==> config.mk <==
export PLATFORM = sky130hd
export DESIGN_NAME = pump_lead_lag_scheduler_flat
export DESIGN_NICKNAME = d
export VERILOG_FILES = /design/src/rtl/pump_lead_lag_scheduler_pkg.sv /design/src/rtl/pump_lead_lag_scheduler_if.sv /design/src/rtl/tick_prescaler.sv /design/src/rtl/pump_lead_lag_scheduler.sv /design/src/flat_wrapper.sv
export SDC_FILE = /design/constraint.sdc
export NUM_CORES = 1
export LEC_CHECK = 0
export ABC_AREA = 1
export BUFFER_PORTS_ARGS = -buffer_cell sky130_fd_sc_hd__buf_2
export CAP_MARGIN = 10
export CORE_MARGIN = 5
export CORE_UTILIZATION = 40
export CTS_CLUSTER_SIZE = 10
export DETAILED_ROUTE_END_ITERATION = 10
export GPL_TIMING_DRIVEN = 0
export RECOVER_POWER = 25
export SYNTH_ARGS = -nofsm -noshare
export SYNTH_HDL_FRONTEND = slang
export SYNTH_SLANG_ARGS = --single-unit
==> constraint.sdc <==
create_clock -name CLK100MHZ -period 4.15 [get_ports CLK100MHZ]
set_clock_uncertainty 0.2 [all_clocks]
set_input_delay 0.83 -clock CLK100MHZ [delete_from_list [all_inputs] [get_ports CLK100MHZ]]
set_output_delay 0.83 -clock CLK100MHZ [all_outputs]
set_load 0.02 [all_outputs]
==> src/rtl/pump_lead_lag_scheduler_pkg.sv <==
// Shared definitions for the pump lead/lag scheduler: FSM state codes, lead-pump
// codes, timer width and a saturating timer increment.
package pump_lead_lag_scheduler_pkg;

  localparam int unsigned TMR_W = 16;
  typedef logic [TMR_W-1:0] tmr_t;

  typedef enum logic [1:0] {
    StIdle  = 2'd0,
    StLead  = 2'd1,
    StBoth  = 2'd2,
    StFault = 2'd3
  } sched_state_e;

  localparam logic LEAD_P1 = 1'b0;
  localparam logic LEAD_P2 = 1'b1;

  function automatic tmr_t tmr_inc(tmr_t t);
    return (&t) ? t : t + 1'b1;
  endfunction

endpackage

==> src/rtl/pump_lead_lag_scheduler_if.sv <==
// Level-in / pump-out bundle of the scheduler.
//   master: level source / supervisor side (drives level, enable, fault_clr)
//   slave : scheduler side (drives pump commands and status)
interface pump_lead_lag_scheduler_if;
  logic [7:0] water_lvl;
  logic       enable;
  logic       fault_clr;
  logic       pump1;
  logic       pump2;
  logic       lead_sel;
  logic [1:0] state;
  logic       alarm;
  logic [7:0] cycle_cnt;

  modport master (
    output water_lvl, enable, fault_clr,
    input  pump1, pump2, lead_sel, state, alarm, cycle_cnt
  );

  modport slave (
    input  water_lvl, enable, fault_clr,
    output pump1, pump2, lead_sel, state, alarm, cycle_cnt
  );
endinterface

==> src/rtl/tick_prescaler.sv <==
// Free-running divider producing a one-cycle tick every DIV clocks.
//   CLK100MHZ  : clock
//   CPU_RESETN : asynchronous active-low reset
//   tick       : high for one cycle when the counter wraps at DIV-1
module tick_prescaler #(
  parameter int unsigned DIV = 100000
) (
  input  logic CLK100MHZ,
  input  logic CPU_RESETN,
  output logic tick
);
  localparam int unsigned CntW = (DIV > 1) ? $clog2(DIV) : 1;
  localparam logic [CntW-1:0] CntMax = CntW'(DIV - 1);

  logic [CntW-1:0] cnt_q, cnt_d;

  always_comb begin
    tick  = (cnt_q == CntMax);
    cnt_d = tick ? '0 : cnt_q + 1'b1;
  end

  always_ff @(posedge CLK100MHZ or negedge CPU_RESETN) begin
    if (!CPU_RESETN) cnt_q <= '0;
    else             cnt_q <= cnt_d;
  end
endmodule

==> src/rtl/pump_lead_lag_scheduler.sv <==
// Lead/lag pump scheduler. On each decision tick the water level is sampled and
// the FSM decides which pumps run; lead role alternates after every completed fill
// cycle and after a fault clear. Enforces minimum run/off times and a stall fault.
//   CLK100MHZ  : clock
//   CPU_RESETN : asynchronous active-low reset
//   bus        : level/enable/fault_clr in; pump1/pump2/lead_sel/state/alarm/cycle_cnt out
module pump_lead_lag_scheduler
  import pump_lead_lag_scheduler_pkg::*;
#(
  parameter int unsigned TICK_DIV    = 100000,
  parameter logic [7:0]  START_LVL   = 8'd64,
  parameter logic [7:0]  ASSIST_LVL  = 8'd32,
  parameter logic [7:0]  STOP_LVL    = 8'd192,
  parameter tmr_t        MIN_RUN     = 16'd500,
  parameter tmr_t        MIN_OFF     = 16'd200,
  parameter tmr_t        STALL_TICKS = 16'd2000
) (
  input  logic                       CLK100MHZ,
  input  logic                       CPU_RESETN,
  pump_lead_lag_scheduler_if.slave   bus
);
  logic tick;

  tick_prescaler #(.DIV(TICK_DIV)) u_tick (
    .CLK100MHZ  (CLK100MHZ),
    .CPU_RESETN (CPU_RESETN),
    .tick       (tick)
  );

  sched_state_e state_q, state_d;
  tmr_t         off_q, off_d, run_q, run_d, stall_q, stall_d, stall_nx;
  logic [7:0]   lvl_q, lvl_d, ref_q, ref_d, cyc_q, cyc_d;
  logic         lead_q, lead_d;
  logic         pump1_q, pump1_d, pump2_q, pump2_d, alarm_q, alarm_d;

  always_comb begin
    // The freshly sampled level drives the decision on the same tick.
    lvl_d    = tick ? bus.water_lvl : lvl_q;
    state_d  = state_q;
    off_d    = off_q;
    run_d    = run_q;
    stall_d  = stall_q;
    ref_d    = ref_q;
    lead_d   = lead_q;
    cyc_d    = cyc_q;
    stall_nx = (lvl_d > ref_q) ? '0 : tmr_inc(stall_q);

    if (tick) begin
      unique case (state_q)
        StIdle: begin
          off_d = tmr_inc(off_q);
          if (bus.enable && lvl_d <= START_LVL && off_q >= MIN_OFF) begin
            state_d = StLead;
            run_d   = '0;
            stall_d = '0;
            ref_d   = lvl_d;
          end
        end
        StLead, StBoth: begin
          if (!bus.enable) begin
            state_d = StIdle;
            off_d   = '0;
          end else begin
            stall_d = stall_nx;
            if (lvl_d > ref_q) ref_d = lvl_d;
            run_d = tmr_inc(run_q);
            if (stall_nx >= STALL_TICKS) begin
              state_d = StFault;
            end else if (lvl_d >= STOP_LVL && run_q >= MIN_RUN) begin
              state_d = StIdle;
              lead_d  = ~lead_q;
              cyc_d   = (&cyc_q) ? cyc_q : cyc_q + 8'd1;
              off_d   = '0;
            end else if (state_q == StLead && lvl_d <= ASSIST_LVL) begin
              state_d = StBoth;
            end else if (state_q == StBoth && lvl_d > START_LVL) begin
              state_d = StLead;
            end
          end
        end
        StFault: begin
          // Demote the pump that was lead when the stall happened.
          if (bus.fault_clr) begin
            state_d = StIdle;
            off_d   = '0;
            lead_d  = ~lead_q;
          end
        end
        default: ;
      endcase
    end

    pump1_d = (state_d == StLead && lead_d == LEAD_P1) || state_d == StBoth;
    pump2_d = (state_d == StLead && lead_d == LEAD_P2) || state_d == StBoth;
    alarm_d = (state_d == StFault);
  end

  always_ff @(posedge CLK100MHZ or negedge CPU_RESETN) begin
    if (!CPU_RESETN) begin
      state_q <= StIdle;
      off_q   <= '0;
      run_q   <= '0;
      stall_q <= '0;
      lvl_q   <= '0;
      ref_q   <= '0;
      lead_q  <= LEAD_P1;
      cyc_q   <= '0;
      pump1_q <= 1'b0;
      pump2_q <= 1'b0;
      alarm_q <= 1'b0;
    end else begin
      state_q <= state_d;
      off_q   <= off_d;
      run_q   <= run_d;
      stall_q <= stall_d;
      lvl_q   <= lvl_d;
      ref_q   <= ref_d;
      lead_q  <= lead_d;
      cyc_q   <= cyc_d;
      pump1_q <= pump1_d;
      pump2_q <= pump2_d;
      alarm_q <= alarm_d;
    end
  end

  assign bus.pump1     = pump1_q;
  assign bus.pump2     = pump2_q;
  assign bus.lead_sel  = lead_q;
  assign bus.state     = state_q;
  assign bus.alarm     = alarm_q;
  assign bus.cycle_cnt = cyc_q;
endmodule

==> src/flat_wrapper.sv <==
// flat-port wrapper written by rule: the top's interface ports become plain ports
module pump_lead_lag_scheduler_flat import pump_lead_lag_scheduler_pkg::*;
#(
  parameter int unsigned TICK_DIV    = 100000,
  parameter logic [7:0]  START_LVL   = 8'd64,
  parameter logic [7:0]  ASSIST_LVL  = 8'd32,
  parameter logic [7:0]  STOP_LVL    = 8'd192,
  parameter tmr_t        MIN_RUN     = 16'd500,
  parameter tmr_t        MIN_OFF     = 16'd200,
  parameter tmr_t        STALL_TICKS = 16'd2000
)
  (CLK100MHZ, CPU_RESETN, bus_water_lvl, bus_enable, bus_fault_clr, bus_pump1, bus_pump2, bus_lead_sel, bus_state, bus_alarm, bus_cycle_cnt);
  pump_lead_lag_scheduler_if bus_i ();
  input  logic CLK100MHZ;
  input  logic CPU_RESETN;
  input wire logic [$bits(bus_i.water_lvl)-1:0] bus_water_lvl;
  input wire logic [$bits(bus_i.enable)-1:0] bus_enable;
  input wire logic [$bits(bus_i.fault_clr)-1:0] bus_fault_clr;
  output wire logic [$bits(bus_i.pump1)-1:0] bus_pump1;
  output wire logic [$bits(bus_i.pump2)-1:0] bus_pump2;
  output wire logic [$bits(bus_i.lead_sel)-1:0] bus_lead_sel;
  output wire logic [$bits(bus_i.state)-1:0] bus_state;
  output wire logic [$bits(bus_i.alarm)-1:0] bus_alarm;
  output wire logic [$bits(bus_i.cycle_cnt)-1:0] bus_cycle_cnt;
  assign bus_i.water_lvl = bus_water_lvl;
  assign bus_i.enable = bus_enable;
  assign bus_i.fault_clr = bus_fault_clr;
  assign bus_pump1 = bus_i.pump1;
  assign bus_pump2 = bus_i.pump2;
  assign bus_lead_sel = bus_i.lead_sel;
  assign bus_state = bus_i.state;
  assign bus_alarm = bus_i.alarm;
  assign bus_cycle_cnt = bus_i.cycle_cnt;
  pump_lead_lag_scheduler #(.TICK_DIV(TICK_DIV), .START_LVL(START_LVL), .ASSIST_LVL(ASSIST_LVL), .STOP_LVL(STOP_LVL), .MIN_RUN(MIN_RUN), .MIN_OFF(MIN_OFF), .STALL_TICKS(STALL_TICKS)) u_core (.CLK100MHZ(CLK100MHZ), .CPU_RESETN(CPU_RESETN), .bus(bus_i));
endmodule
==> summary.json <==
{
  "outcome": {"value": "finished, violations left"},
  "violations": {"value": "capacitance limit, slew limit"},
  "synth-seq-cells": {"value": 95},
  "finalWirelength": {"value": 13530, "unit": "um"},
  "grt_util_all_layers": {"value": 15.87, "unit": "%"},
  "core_footprint": {"value": 15090, "unit": "um2"},
  "timing_worst_setup_path_type": {"value": "reg2reg"},
  "postSynth.topFlopCell": {"value": "dfrtp_1"},
  "ys_seq_area_share": {"value": 38.89, "unit": "%"},
  "worst_path_fanout_max": {"value": 10},
  "hold_path_class": {"value": "reg2reg"},
  "report.power.total": {"value": 0.001747, "unit": "W"},
  "hold_bufs_inserted_after_cts": {"value": 0},
  "syn2layout_area_growth": {"value": 10.99, "unit": "%"},
  "sequential_cell_area": {"value": 2377, "unit": "um2"},
  "grt_antenna_before_repair": {"value": 1},
  "worst-slew-pin-transition": {"value": 1.633, "unit": "ns"},
  "report.final.setup_viol": {"value": 0},
  "die_x_extent": {"value": 133.6, "unit": "um"},
  "critical_path.n_buffers_inverters": {"value": 4},
  "hold_violations_final": {"value": 0},
  "setup_tns": {"value": 0, "unit": "ns"},
  "max_cap_viol_count": {"value": 1},
  "synth_area_per_cell": {"value": 7.594, "unit": "um2"},
  "multi_input_area": {"value": 3156, "unit": "um2"},
  "clk_latency": {"value": 0.35, "unit": "ns"},
  "post-route-cell-area": {"value": 6785, "unit": "um2"},
  "die_y": {"value": 133.6, "unit": "um"},
  "synth-edff-count": {"value": 0},
  "cts_tree": {"value": "yes"},
  "place_congestion": {"value": 0.8641},
  "grt_pass1_vias": {"value": 4891},
  "mappedNetlistArea": {"value": 6113, "unit": "um2"},
  "placed_area": {"value": 6504, "unit": "um2"},
  "path_cells": {"value": "ha_1, nand2_1, inv_2, nand2_2, nor2_2, nand2_1, nand2_1, nand2_2, ha_1, nand2_1, nor2_1, nand2_1, nand2_1, nand2_1, buf_6, nand2_1, nand3_1, nor2_4, nand2_2, a21oi_2, nand3_2, buf_6, a21oi_1, inv_1"},
  "drt_pre_antenna_iters": {"value": 5},
  "place_ws": {"value": 0.2404, "unit": "ns"},
  "syn_nets": {"value": 836},
  "clock-root-buffer": {"value": "clkbuf_16"},
  "io_pins": {"value": 26},
  "cts.htree.levels": {"value": 3},
  "fin_crit_sh": {"value": 91.80, "unit": "%"},
  "clock_pin_slew_on_the_worst_setup_and_hold_paths": {"value": 0.07, "unit": "ns"},
  "timing.final.max_slew_violations": {"value": 29},
  "largest_net_degree_at_the_start_of_global_routing": {"value": 68},
  "post_synth_num_cell_types": {"value": 47},
  "detail_route.wl_per_cell": {"value": 13.06, "unit": "um"},
  "worst_path_max_delay_cell": {"value": "dfrtp_1"},
  "detailroute.via_count": {"value": 5117},
  "yosysWarnings": {"value": 0},
  "drt_iter0_drc": {"value": 272},
  "cp_data_arrival_time": {"value": 3.85, "unit": "ns"},
  "final_layout_size_suffix_gt1_share": {"value": 13.92, "unit": "%"},
  "required": {"value": 4.19, "unit": "ns"},
  "rsz0062_at_grt": {"value": "no"},
  "power.leakage": {"value": 3.269, "unit": "nW"},
  "drc": {"value": 0},
  "final_antenna_net_count": {"value": 0},
  "cellPowerDensity": {"value": 257.5, "unit": "nW/um2"},
  "peakVddDrop": {"value": 0.1814, "unit": "mV"},
  "final.fill_count": {"value": 1554},
  "delay_of_the_slowest_critical_path_stage": {"value": 0.38, "unit": "ns"},
  "total_number_of_clock_tree_sinks": {"value": 95},
  "path_common_cell": {"value": "nand2_1"},
  "detail_route.vias_per_cell": {"value": 4.939},
  "final_nets": {"value": 874},
  "fin_crit": {"value": 3.810, "unit": "ns"},
  "worstSetupStartpointType": {"value": "flop"},
  "setup.worst_path.end_class": {"value": "flop"},
  "hpwl": {"value": 10190, "unit": "um"},
  "critPathTopFamily": {"value": "simple AND/OR/NAND/NOR gates"},
  "grt_overflow_total": {"value": 0},
  "peak_freq": {"value": 262.5, "unit": "MHz"},
  "postSynth.asyncResetShare": {"value": 100.0, "unit": "%"},
  "final.setup.worst_slack": {"value": 0.3402, "unit": "ns"},
  "slew_headroom": {"value": -8.859, "unit": "%"},
  "max-clock-path-buffers": {"value": 2},
  "num_rows": {"value": 45},
  "io_buffer_count": {"value": 25},
  "antenna_cells_inserted": {"value": 0},
  "area_of_the_die": {"value": 17860, "unit": "um2"},
  "wire_length_of_the_first_global_routing_pass": {"value": 23230, "unit": "um"},
  "syn-instance-count": {"value": 805},
  "initial_standard_cell_utilization_of_the_core": {"value": 40.51, "unit": "%"},
  "number_of_buffers_created_by_cts": {"value": 9}
}
## what timing repair did
item	CTS	global route
endpoints found under the setup margin	0	17
buffers inserted	0	1
resized for setup	0	3
## cell families after synthesis
| kind of cell | synth area share (%) |
|---|---|
| xor gates and xnor gates | 3.868 |
| muxes | 0.1842 |
| adders and majority gates | 3.889 |
| AOI/OAI and AO/OA | 10.52 |
| buffers and inverters | 9.578 |
| and+or+nand+nor | 33.07 |
| DFF | 38.89 |
## layer usage
layer	GRT usage [%]	up-vias	part of all wire (%)	routed length [um]
li1	-	2687	-	-
met2	25.34	59	44	5965
met1	21.50	2353	51	6935
met3	2.757	16	2.6	354
met5	0	-	0.052	7
met4	6.229	2	2.0	267
## stage by stage
| stage | hold slack (ns) | instances | utilization, % |
|---|---|---|---|
| after CTS | 0.2056 | 1035 | 44.88 |
| after floorplan | 0.2329 | 805 | - |
| after detailed placement | 0.2715 | 1019 | 43.10 |
| after global routing | 0.3023 | 1036 | 44.97 |
| after global placement | 0.2615 | 1018 | 42.90 |
| final | 0.2743 | 1036 | 44.97 |
## state kept, by name (all words and copies together) (netlist names)
name / cells
u_core.off_q: 16
u_core.lvl_q: 8
u_core.bus.alarm: 1
u_core.bus.cycle_cnt: 8
u_core.u_tick.cnt_q: 17
u_core.bus.lead_sel: 1
u_core.bus.state: 2
u_core.run_q: 16
u_core.bus.pump1: 1
u_core.bus.pump2: 1
u_core.stall_q: 16
u_core.ref_q: 8
## final timing paths
kind	slack (ns)	cells past startpoint	start	endpoint
hold / removal	0.27	1	u_core.u_tick.cnt_q[0]	u_core.u_tick.cnt_q[0]
min in group asynchronous	0.68	1	CPU_RESETN	u_core.u_tick.cnt_q[7]
setup reg to reg	0.34	24	u_core.u_tick.cnt_q[0]	u_core.off_q[0]
setup / recovery	0.34	24	u_core.u_tick.cnt_q[0]	u_core.off_q[0]
max in group asynchronous	2.02	2	CPU_RESETN	u_core.run_q[7]
hold reg to reg	0.27	1	u_core.u_tick.cnt_q[0]	u_core.u_tick.cnt_q[0]
## placed cells by master, fill, tap and decap left out, types with 3 or more instances in the layout
| cell | n |
|---|---|
| clkbuf_1 | 7 |
| nand2_4 | 3 |
| xnor2_1 | 7 |
| nor3_2 | 3 |
| clkbuf_16 | 9 |
| nand3b_1 | 7 |
| inv_1 | 117 |
| nand3_1 | 49 |
| o31ai_1 | 15 |
| nor2_2 | 7 |
| or2_1 | 3 |
| buf_2 | 30 |
| xor2_1 | 20 |
| nor3_1 | 20 |
| a21oi_1 | 22 |
| nor2_1 | 70 |
| nand3_2 | 9 |
| nand2_2 | 15 |
| dfrtp_1 | 95 |
| clkinv_1 | 3 |
| buf_6 | 6 |
| nand2_1 | 193 |
| nand4_1 | 24 |
| o31ai_2 | 8 |
| o21ai_1 | 7 |
| inv_2 | 8 |
| o211ai_1 | 5 |
| nor2_4 | 6 |
| o21ai_0 | 26 |
| nor4_1 | 9 |
| ha_1 | 19 |
## Yosys cell counts (all sizes together), types with 2 or more instances
| cell | number | area share (%) |
|---|---|---|
| a211oi | 2 | 0.25 |
| a21o | 2 | 0.25 |
| a21oi | 24 | 2.1 |
| a31oi | 2 | 0.20 |
| buf | 11 | 1.4 |
| clkbuf | 4 | 0.31 |
| clkinv | 3 | 0.18 |
| dfrtp | 95 | 39 |
| ha | 19 | 3.9 |
| inv | 125 | 7.7 |
| nand2 | 211 | 14 |
| nand3 | 59 | 5.7 |
| nand3b | 7 | 0.86 |
| nand4 | 24 | 2.5 |
| nor2 | 84 | 6.4 |
| nor3 | 23 | 2.1 |
| nor4 | 9 | 0.92 |
| o211ai | 6 | 0.82 |
| o21ai | 33 | 2.7 |
| o31ai | 23 | 3.5 |
| or2 | 4 | 0.41 |
| xnor2 | 7 | 1.0 |
| xor2 | 20 | 2.9 |
## final cells by class
| class | instances | area share, % |
|---|---|---|
| Sequential cell | 95 | 35.04 |
| Timing Repair Buffer | 27 | 2.342 |
| Buffer | 15 | 1.604 |
| Inverter | 128 | 7.081 |
| Multi-Input combinational cell | 567 | 46.51 |
| Tap cell | 188 | 3.467 |
| Clock inverter | 3 | 0.2766 |
| Clock buffer | 13 | 3.688 |
## report_power, final
part	switching [W]	internal [W]	total, W
sequential	0.00000180	0.000928	0.000929
clock	0.000361	0.000423	0.000783
combinational	0.0000248	0.00000978	0.0000346
total	0.000387	0.00136	0.00175
(Power assumes the default switching activity.)
